File: config.mk
export PLATFORM = sky130hd
export DESIGN_NAME = msrv32_fetch_ctrl
export DESIGN_NICKNAME = d
export VERILOG_FILES = /design/src/rtl/msrv32_pkg.sv /design/src/rtl/msrv32_fetch_perf_cnt.sv /design/src/rtl/msrv32_fetch_ctrl.sv
export SDC_FILE = /design/constraint.sdc
export NUM_CORES = 1
export LEC_CHECK = 0
export ABC_AREA = 1
export BUFFER_PORTS_ARGS = -buffer_cell sky130_fd_sc_hd__buf_2
export CORE_ASPECT_RATIO = 2
export CORE_MARGIN = 5
export CORE_UTILIZATION = 40
export CTS_CLUSTER_DIAMETER = 200
export CTS_CLUSTER_SIZE = 24
export DETAILED_ROUTE_END_ITERATION = 8
export PLACE_DENSITY = 0.73
export SETUP_SLACK_MARGIN = 0.02
export SYNTH_ARGS = -nofsm -noshare
export SYNTH_HDL_FRONTEND = slang
export SYNTH_SLANG_ARGS = --single-unit
File: constraint.sdc
create_clock -name clk_in -period 1.25 [get_ports clk_in]
set_input_delay 0.1875 -clock clk_in [delete_from_list [all_inputs] [get_ports clk_in]]
set_output_delay 0.1875 -clock clk_in [all_outputs]
set_load 0.01 [all_outputs]
File: src/rtl/msrv32_pkg.sv
// Shared encodings for the msrv32 fetch path: PC mux selects and fetch FSM states.
package msrv32_pkg;

  localparam logic [1:0] PC_SRC_BOOT = 2'b00;
  localparam logic [1:0] PC_SRC_EPC  = 2'b01;
  localparam logic [1:0] PC_SRC_TRAP = 2'b10;
  localparam logic [1:0] PC_SRC_NEXT = 2'b11;

  // The boot code never needs to be queued, so it doubles as "nothing pending".
  localparam logic [1:0] PENDING_NONE = PC_SRC_BOOT;

  typedef enum logic [1:0] {
    FETCH_BOOT     = 2'b00,
    FETCH_RUN      = 2'b01,
    FETCH_STALL    = 2'b10,
    FETCH_REDIRECT = 2'b11
  } fetch_state_e;

  localparam int PERF_CNT_W = 32;

endpackage

File: src/rtl/msrv32_fetch_perf_cnt.sv
// Free-running fetch/stall event counters, wrapping at 2^32.
module msrv32_fetch_perf_cnt
  import msrv32_pkg::*;
(
  input  logic                  clk,
  input  logic                  srst,
  input  logic                  fetch_inc,
  input  logic                  stall_inc,
  output logic [PERF_CNT_W-1:0] fetch_count,
  output logic [PERF_CNT_W-1:0] stall_count
);

  logic [1:0]            inc;
  logic [PERF_CNT_W-1:0] count_reg [2];

  assign inc = {stall_inc, fetch_inc};

  generate
    for (genvar gi = 0; gi < 2; gi++) begin : g_cnt
      always_ff @(posedge clk) begin
        if (srst) begin
          count_reg[gi] <= '0;
        end else if (inc[gi]) begin
          count_reg[gi] <= count_reg[gi] + 1'b1;
        end
      end
    end
  endgenerate

  assign fetch_count = count_reg[0];
  assign stall_count = count_reg[1];

endmodule

File: src/rtl/msrv32_fetch_ctrl.sv
// Instruction fetch controller: boot, sequential fetch, stall and trap/mret redirect.
// Optional counters enabled by defining MSRV32_FETCH_PERF_EN.
module msrv32_fetch_ctrl
  import msrv32_pkg::*;
#(
  parameter logic [31:0] BOOT_ADDRESS = 32'h0000_0000
) (
  input  logic        clk_in,
  input  logic        rst_in,
  input  logic        ahb_ready_in,
  input  logic        trap_taken_in,
  input  logic        mret_in,
  input  logic        misaligned_instr_in,
  input  logic [31:0] pc_mux_in,
  output logic [1:0]  pc_src_out,
  output logic [31:0] pc_out,
  output logic        instr_valid_out,
  output logic        flush_out,
  output logic        trap_req_out
`ifdef MSRV32_FETCH_PERF_EN
  ,
  output logic [31:0] fetch_count_out,
  output logic [31:0] stall_count_out
`endif
);

  fetch_state_e state_reg, state_next;
  logic [31:0]  pc_reg, pc_next;
  logic [1:0]   pending_reg, pending_next;
  logic         instr_valid_reg, instr_valid_next;
  logic         flush_reg, flush_next;
  logic         trap_req_reg, trap_req_next;
  logic [1:0]   pc_src;

  // A queued redirect outranks whatever trap/mret is on the inputs this cycle.
  always_comb begin
    pc_src = PC_SRC_NEXT;
    if (state_reg == FETCH_BOOT) begin
      pc_src = PC_SRC_BOOT;
    end else if (pending_reg != PENDING_NONE) begin
      pc_src = pending_reg;
    end else if (trap_taken_in) begin
      pc_src = PC_SRC_TRAP;
    end else if (mret_in) begin
      pc_src = PC_SRC_EPC;
    end
  end

  always_comb begin
    state_next       = state_reg;
    pc_next          = pc_reg;
    pending_next     = pending_reg;
    instr_valid_next = 1'b0;
    flush_next       = 1'b0;
    trap_req_next    = 1'b0;

    if (state_reg == FETCH_BOOT) begin
      if (ahb_ready_in) begin
        pc_next    = BOOT_ADDRESS;
        state_next = FETCH_RUN;
      end
    end else if (!ahb_ready_in) begin
      state_next = FETCH_STALL;
      if (trap_taken_in) begin
        pending_next = PC_SRC_TRAP;
      end else if (mret_in && pending_reg != PC_SRC_TRAP) begin
        pending_next = PC_SRC_EPC;
      end
    end else if (pc_src != PC_SRC_NEXT) begin
      pc_next      = pc_mux_in;
      state_next   = FETCH_REDIRECT;
      flush_next   = 1'b1;
      pending_next = PENDING_NONE;
    end else if (misaligned_instr_in) begin
      // Keep the last good PC; the CSR unit takes the trap from here.
      state_next    = FETCH_RUN;
      trap_req_next = 1'b1;
    end else begin
      pc_next          = pc_mux_in;
      state_next       = FETCH_RUN;
      instr_valid_next = 1'b1;
    end
  end

  always_ff @(posedge clk_in) begin
    if (rst_in) begin
      state_reg       <= FETCH_BOOT;
      pc_reg          <= BOOT_ADDRESS;
      pending_reg     <= PENDING_NONE;
      instr_valid_reg <= 1'b0;
      flush_reg       <= 1'b1;
      trap_req_reg    <= 1'b0;
    end else begin
      state_reg       <= state_next;
      pc_reg          <= pc_next;
      pending_reg     <= pending_next;
      instr_valid_reg <= instr_valid_next;
      flush_reg       <= flush_next;
      trap_req_reg    <= trap_req_next;
    end
  end

  assign pc_src_out      = pc_src;
  assign pc_out          = pc_reg;
  assign instr_valid_out = instr_valid_reg;
  assign flush_out       = flush_reg;
  assign trap_req_out    = trap_req_reg;

`ifdef MSRV32_FETCH_PERF_EN
  msrv32_fetch_perf_cnt u_perf_cnt (
    .clk         (clk_in),
    .srst        (rst_in),
    .fetch_inc   (instr_valid_reg),
    .stall_inc   (state_reg == FETCH_STALL),
    .fetch_count (fetch_count_out),
    .stall_count (stall_count_out)
  );
`endif

endmodule

==> impl_metrics.ini, run 1 <==
[synth]
synth_nets = 220
synthAdderAreaFrac_pct = 0
synthSimpleGateAreaFrac_pct = 27.57
synth_most_common_cell = dfxtp_1
synth_edf_count = 0
synth_compound_area_share_pct = 12.98
netlist_area_sq_um = 1484
ys_types = 17
synth-xor-area-share_pct = 0
synthMuxAreaShare_pct = 0
ys_warn_count = 0
async_reset_ff_share_pct = 0
ys_seq_elements = 39
synth_area_leaders = dfxtp_1 (53%), nand3_1 (12%), a21oi_1 (11%)
synth_top_cell_by_area = dfxtp_1
synthFlopType = dfxtp_1
synth_common_cells = dfxtp_1 (39), nand2_1 (37), nand3_1 (36)
seq_area_frac_synth_pct = 52.61
syn_avg_cell_area_sq_um = 8.153
synth_top_area_share_pct = 52.61
syn_inst = 182
synth_top_family_by_area = simple AND/OR/NAND/NOR gates

[timing]
tns_ns = -4.222
slew_headroom_pct = 71.58
fmax_mhz = 692.5
whs_ns = 0.1156
drv_slew = 0
period_share_pct = 115.5
post-route-min-period_ns = 1.444
setup_violations = 35
rsz0062_at_grt = true
setup_ws_ns = -0.1941
fin_worst_skew_ns = 0.007005
worstMarginPinSlew_ns = 0.4264
hold_violations = 0

[route]
drt_iter0_markers = 21
wl_per_cell_um = 16.06
detail-route-antenna-nets = 0
drcViolationCount = 0
drt_wl_total_mm = 5.139
vias = 1663
firstDrtPassIters = 4
viasPerCell = 5.197

[worst_setup_path]
slowest_stage = dfxtp_4
crit_fanout = 8
cp.required_ns = 1.47
worstSetupEndpointType = flip-flop
worstSetupPathType = flip-flop to flip-flop
path_cells = o21ai_4 -> buf_6 -> nand4_4 -> nand2_4 -> buf_12 -> buf_12 -> nand2_4 -> a21oi_2
crit_arrival_ns = 1.66
max_stage_delay_ns = 0.37
critPathLaunchType = flip-flop

[outcome]
status = complete, but fails checks
violations = negative setup slack

[cells_and_area]
ff_latch_area_sq_um = 787.0
fin_area_sq_um = 2634
fillers = 267
stdcell_count = 320
nets = 310
multiInputGateArea_sq_um = 982.2
largest_reg_flops = 32
drive_gt1_share_pct = 66.05
n_antenna_cell = 0
syn2layout_area_growth_pct = 77.49

[run]
drv_cap = 0

[die]
rows = 31
io_pins = 75
initial_core_util_pct = 41.14
fp.dieW_um = 53.07
core_sq_um = 3607
fp.dieH_um = 96.14
die_area_sq_um = 5102

[grt]
antenna_found_initial = 0
grt_max_degree = 24
overflow = 0
grt_pass1_wl_mm = 7.514
grt_pass1_vias = 1677
grtUsageTotal_pct = 20.22

[clock_tree]
h-tree-depth = 2
clockRootBuffer = clkbuf_8
clk_latency_ns = 0.29
cts_tree = done
clock-sinks = 39
clkTransAtPathRegs_ns = 0.07
clockBufferDepth = 2
cts_inserted_buffers = 5

[placement]
place_area_sq_um = 1949
portBuffers = 74
place.detailed.hpwl_mm = 3.011
place_congestion = 0.8548
dp.cells = 302

[min_path]
holdCritPathClass = primary input to flip-flop

[power_and_ir_drop]
cellPowerDensity_nw_per_um2 = 1032
ir_worst_vdd_v = 0.0008001
leakagePower_nw = 1.164
total_power_w = 0.002717
==> metrics by stage <==
stage	setup WS [ns]	utilization (%)
floorplan	0.04417	-
global placement	0.04690	54.04
detailed placement	0.001573	54.04
CTS	-0.1370	67.29
global route	-0.2815	73.01
finish	-0.1941	73.01
==> worst max-delay path, delay by kind of cell (launching register included) <==
kind            cells  cell delay (ns)
compound gates      2             0.33
buf+inv             3             0.38
flops               1             0.37
simple gates        3             0.29
==> per-layer routing <==
layer	share of wire, %	global-route usage, %
met5	0	0
met4	3.2	11.51
met3	4.4	3.721
met2	60	38.28
met1	32	19.27
==> final timing paths <==
path,startpoint,end,slack [ns],cells after the start
min reg2reg,pc_out[10],pc_out[10],0.46,2
min,misaligned_instr_in,instr_valid_out,0.12,2
max reg2reg,pending_reg[0],pc_out[15],-0.19,8
max,pending_reg[0],pc_out[15],-0.19,8
==> logic make-up after synthesis <==
| group | after synthesis |
|---|---|
| DFF | 39 |
| and+or+nand+nor | 87 |
| buffers and inverters | 19 |
| AOI/OAI and AO/OA | 37 |
==> layout make-up <==
class,instances,share of cell area (%)
clock buffers,6,2.755
inverters,6,0.9501
multi-input cells,124,37.29
flip-flops and latches,39,29.88
well taps,49,2.328
repair buffers,96,26.79
==> power by group <==
group | switching, W | total [W] | internal [W]
sequential | 0.0000428 | 0.00134 | 0.00130
clock | 0.000391 | 0.000762 | 0.000371
combinational | 0.000327 | 0.000614 | 0.000287
total | 0.000760 | 0.00272 | 0.00196
==> repair_timing <==
| item | in CTS | in global routing |
|---|---|---|
| setup endpoints to repair | 33 | 37 |
| buffers inserted | 8 | 3 |
| pin swaps | 12 | 22 |
| hold buffers | 0 | 0 |
| resized for setup | 47 | 65 |
| gates cloned | 5 | 0 |
==> placed cells by master, fill, tap and decap left out, types with 5 or more instances in the layout <==
cell / Yosys / routed
a21oi_1: 34 / 8
dfxtp_1: 39 / 36
nand3_1: 36 / 17
nand3_2: 0 / 12
buf_2: 6 / 74
nand3_4: 0 / 7
clkbuf_8: 0 / 5
buf_6: 3 / 6
nand2_4: 1 / 12
a21oi_2: 0 / 26
buf_4: 0 / 6
buf_12: 0 / 7
nand2_1: 37 / 19
nand2_2: 0 / 7
No activity file was read; power rests on OpenSTA's default activity.
==> run 2, diff against run 1 <==
Settings changed: PLACE_DENSITY 0.73 to 0.77.
==> impl_metrics.ini, run 2 (synthesis results as in run 1) <==
[outcome]
status = complete, but fails checks
violations = negative setup slack

[grt]
grt_max_degree = 25
grt_pass1_wl_mm = 6.479
gr-usage-met1_pct = 16.81
grt_pass1_vias = 1475
grtUsageMet3_pct = 4.341
antenna_found_initial = 0
overflow = 0
grtUsageTotal_pct = 17.30
grt_busiest_layer = met2
use_met2_pct = 30.39

[die]
fp.dieW_um = 53.07
core_sq_um = 3607
rows = 31
initial_core_util_pct = 41.14
fp.dieH_um = 96.14
io_pins = 75
die_area_sq_um = 5102

[worst_setup_path]
critPathLaunchType = flip-flop
crit_arrival_ns = 1.13
worstSetupPathType = flip-flop to primary output
worstSetupEndpointType = primary output
crit_fanout = 3
cp.required_ns = 1.06

[placement]
pre_cts_ws_ns = 0.01080
dp.cells = 302
place_congestion = 0.7914
place.detailed.hpwl_mm = 3.021
portBuffers = 74

[cells_and_area]
largest_reg_flops = 32
utilization_pct = 61.98
stdcell_count = 313
drive_gt1_share_pct = 50.76
nets = 301
n_antenna_cell = 0
layout_common_cells = buf_2 (74), nand3_1 (36), dfxtp_1 (35), nand2_1 (30), a21oi_2 (20)
layout.cells.most_common = buf_2
syn2layout_area_growth_pct = 50.67
fillers = 338

[clock_tree]
clockRootBuffer = clkbuf_8
cts_inserted_buffers = 5
clock-sinks = 39
clockBufferDepth = 2
clkTransAtPathRegs_ns = 0.07
clk_latency_ns = 0.29
h-tree-depth = 2
cts.hold.buffers_added = 0
cts_tree = done

[timing]
post-route-min-period_ns = 1.318
setup_violations = 28
tns_ns = -0.7706
hold_violations = 0
drv_slew = 0
fmax_mhz = 758.9
setup_ws_ns = -0.06767
rsz0062_at_grt = true
fin_worst_skew_ns = 0.005795
slew_headroom_pct = 67.40
worstMarginPinSlew_ns = 0.4889
period_share_pct = 105.4

[power_and_ir_drop]
total_power_w = 0.002696
cellPowerDensity_nw_per_um2 = 1206
ir_worst_vdd_v = 0.001050
leakagePower_nw = 1.017

[route]
drt_wl_total_mm = 4.263
detail-route-antenna-nets = 0
vias = 1558
viasPerCell = 4.978
firstDrtPassIters = 5
drcViolationCount = 0
drt_iter0_markers = 15
wl_per_cell_um = 13.62

[min_path]
holdCritPathClass = primary input to flip-flop

[run]
drv_cap = 0
[run 2: cell count changes in the layout (fill, tap and decap cells not counted), sizes merged]
cell,delta
clkbuf,+3
buf,-10
[run 2: area by class of cell]
type | count | area, sq um | area share (%)
timing repair buffer | 87 | 539.3 | 24.12
sequential | 39 | 785.8 | 35.14
inverter | 6 | 22.52 | 1.007
tap | 49 | 61.31 | 2.742
multi-input combinational | 124 | 726.9 | 32.51
clock buffer | 8 | 100.1 | 4.477
[run 2: worst paths after layout]
kind                  startpoint               to  slack [ns]  cells past startpoint
min reg2reg            pc_out[6]        pc_out[6]        0.46                      2
min          misaligned_instr_in  instr_valid_out        0.13                      2
max               pending_reg[1]    pc_src_out[1]       -0.07                      6
max reg2reg       pending_reg[1]       pc_out[11]       -0.06                      8
[run 2: critical path, cell delays in order (launching register included)]
cell and delay (ns):
dfxtp_2 0.36, inv_2 0.05, o21ai_2 0.06, buf_4 0.13
nor2_2 0.03, nor2_1 0.07, buf_2 0.13
[run 2: layer usage]
layer | up-vias | wire length (um)
met5 | - | 0
met3 | 13 | 222
met4 | 0 | 165
met2 | 48 | 2436
li1 | 774 | -
met1 | 723 | 1438
[run 2: report_power, final]
group / switching [W] / internal (W)
clock: 0.000406 / 0.000503
sequential: 0.0000328 / 0.00130
combinational: 0.000246 / 0.000209
[run 2: timing repair]
| item | 4_1_cts | 5_1_grt |
|---|---|---|
| buffers inserted | 2 | 0 |
| endpoints found under the hold margin | 0 | 0 |
| cloned | 0 | 1 |
| endpoints found under the setup margin | 10 | 36 |
| pin swaps | 2 | 4 |
| gates resized for setup | 10 | 30 |
[run 2: through the flow]
step | instance area [sq um] | hold slack (ns)
final | 2236 | 0.1294
after global routing | 2236 | 0.1246
after CTS | 2102 | 0.1155
after detailed placement | 1962 | 0.4231
after global placement | 1962 | 0.4214
after floorplan | 1484 | 0.2651
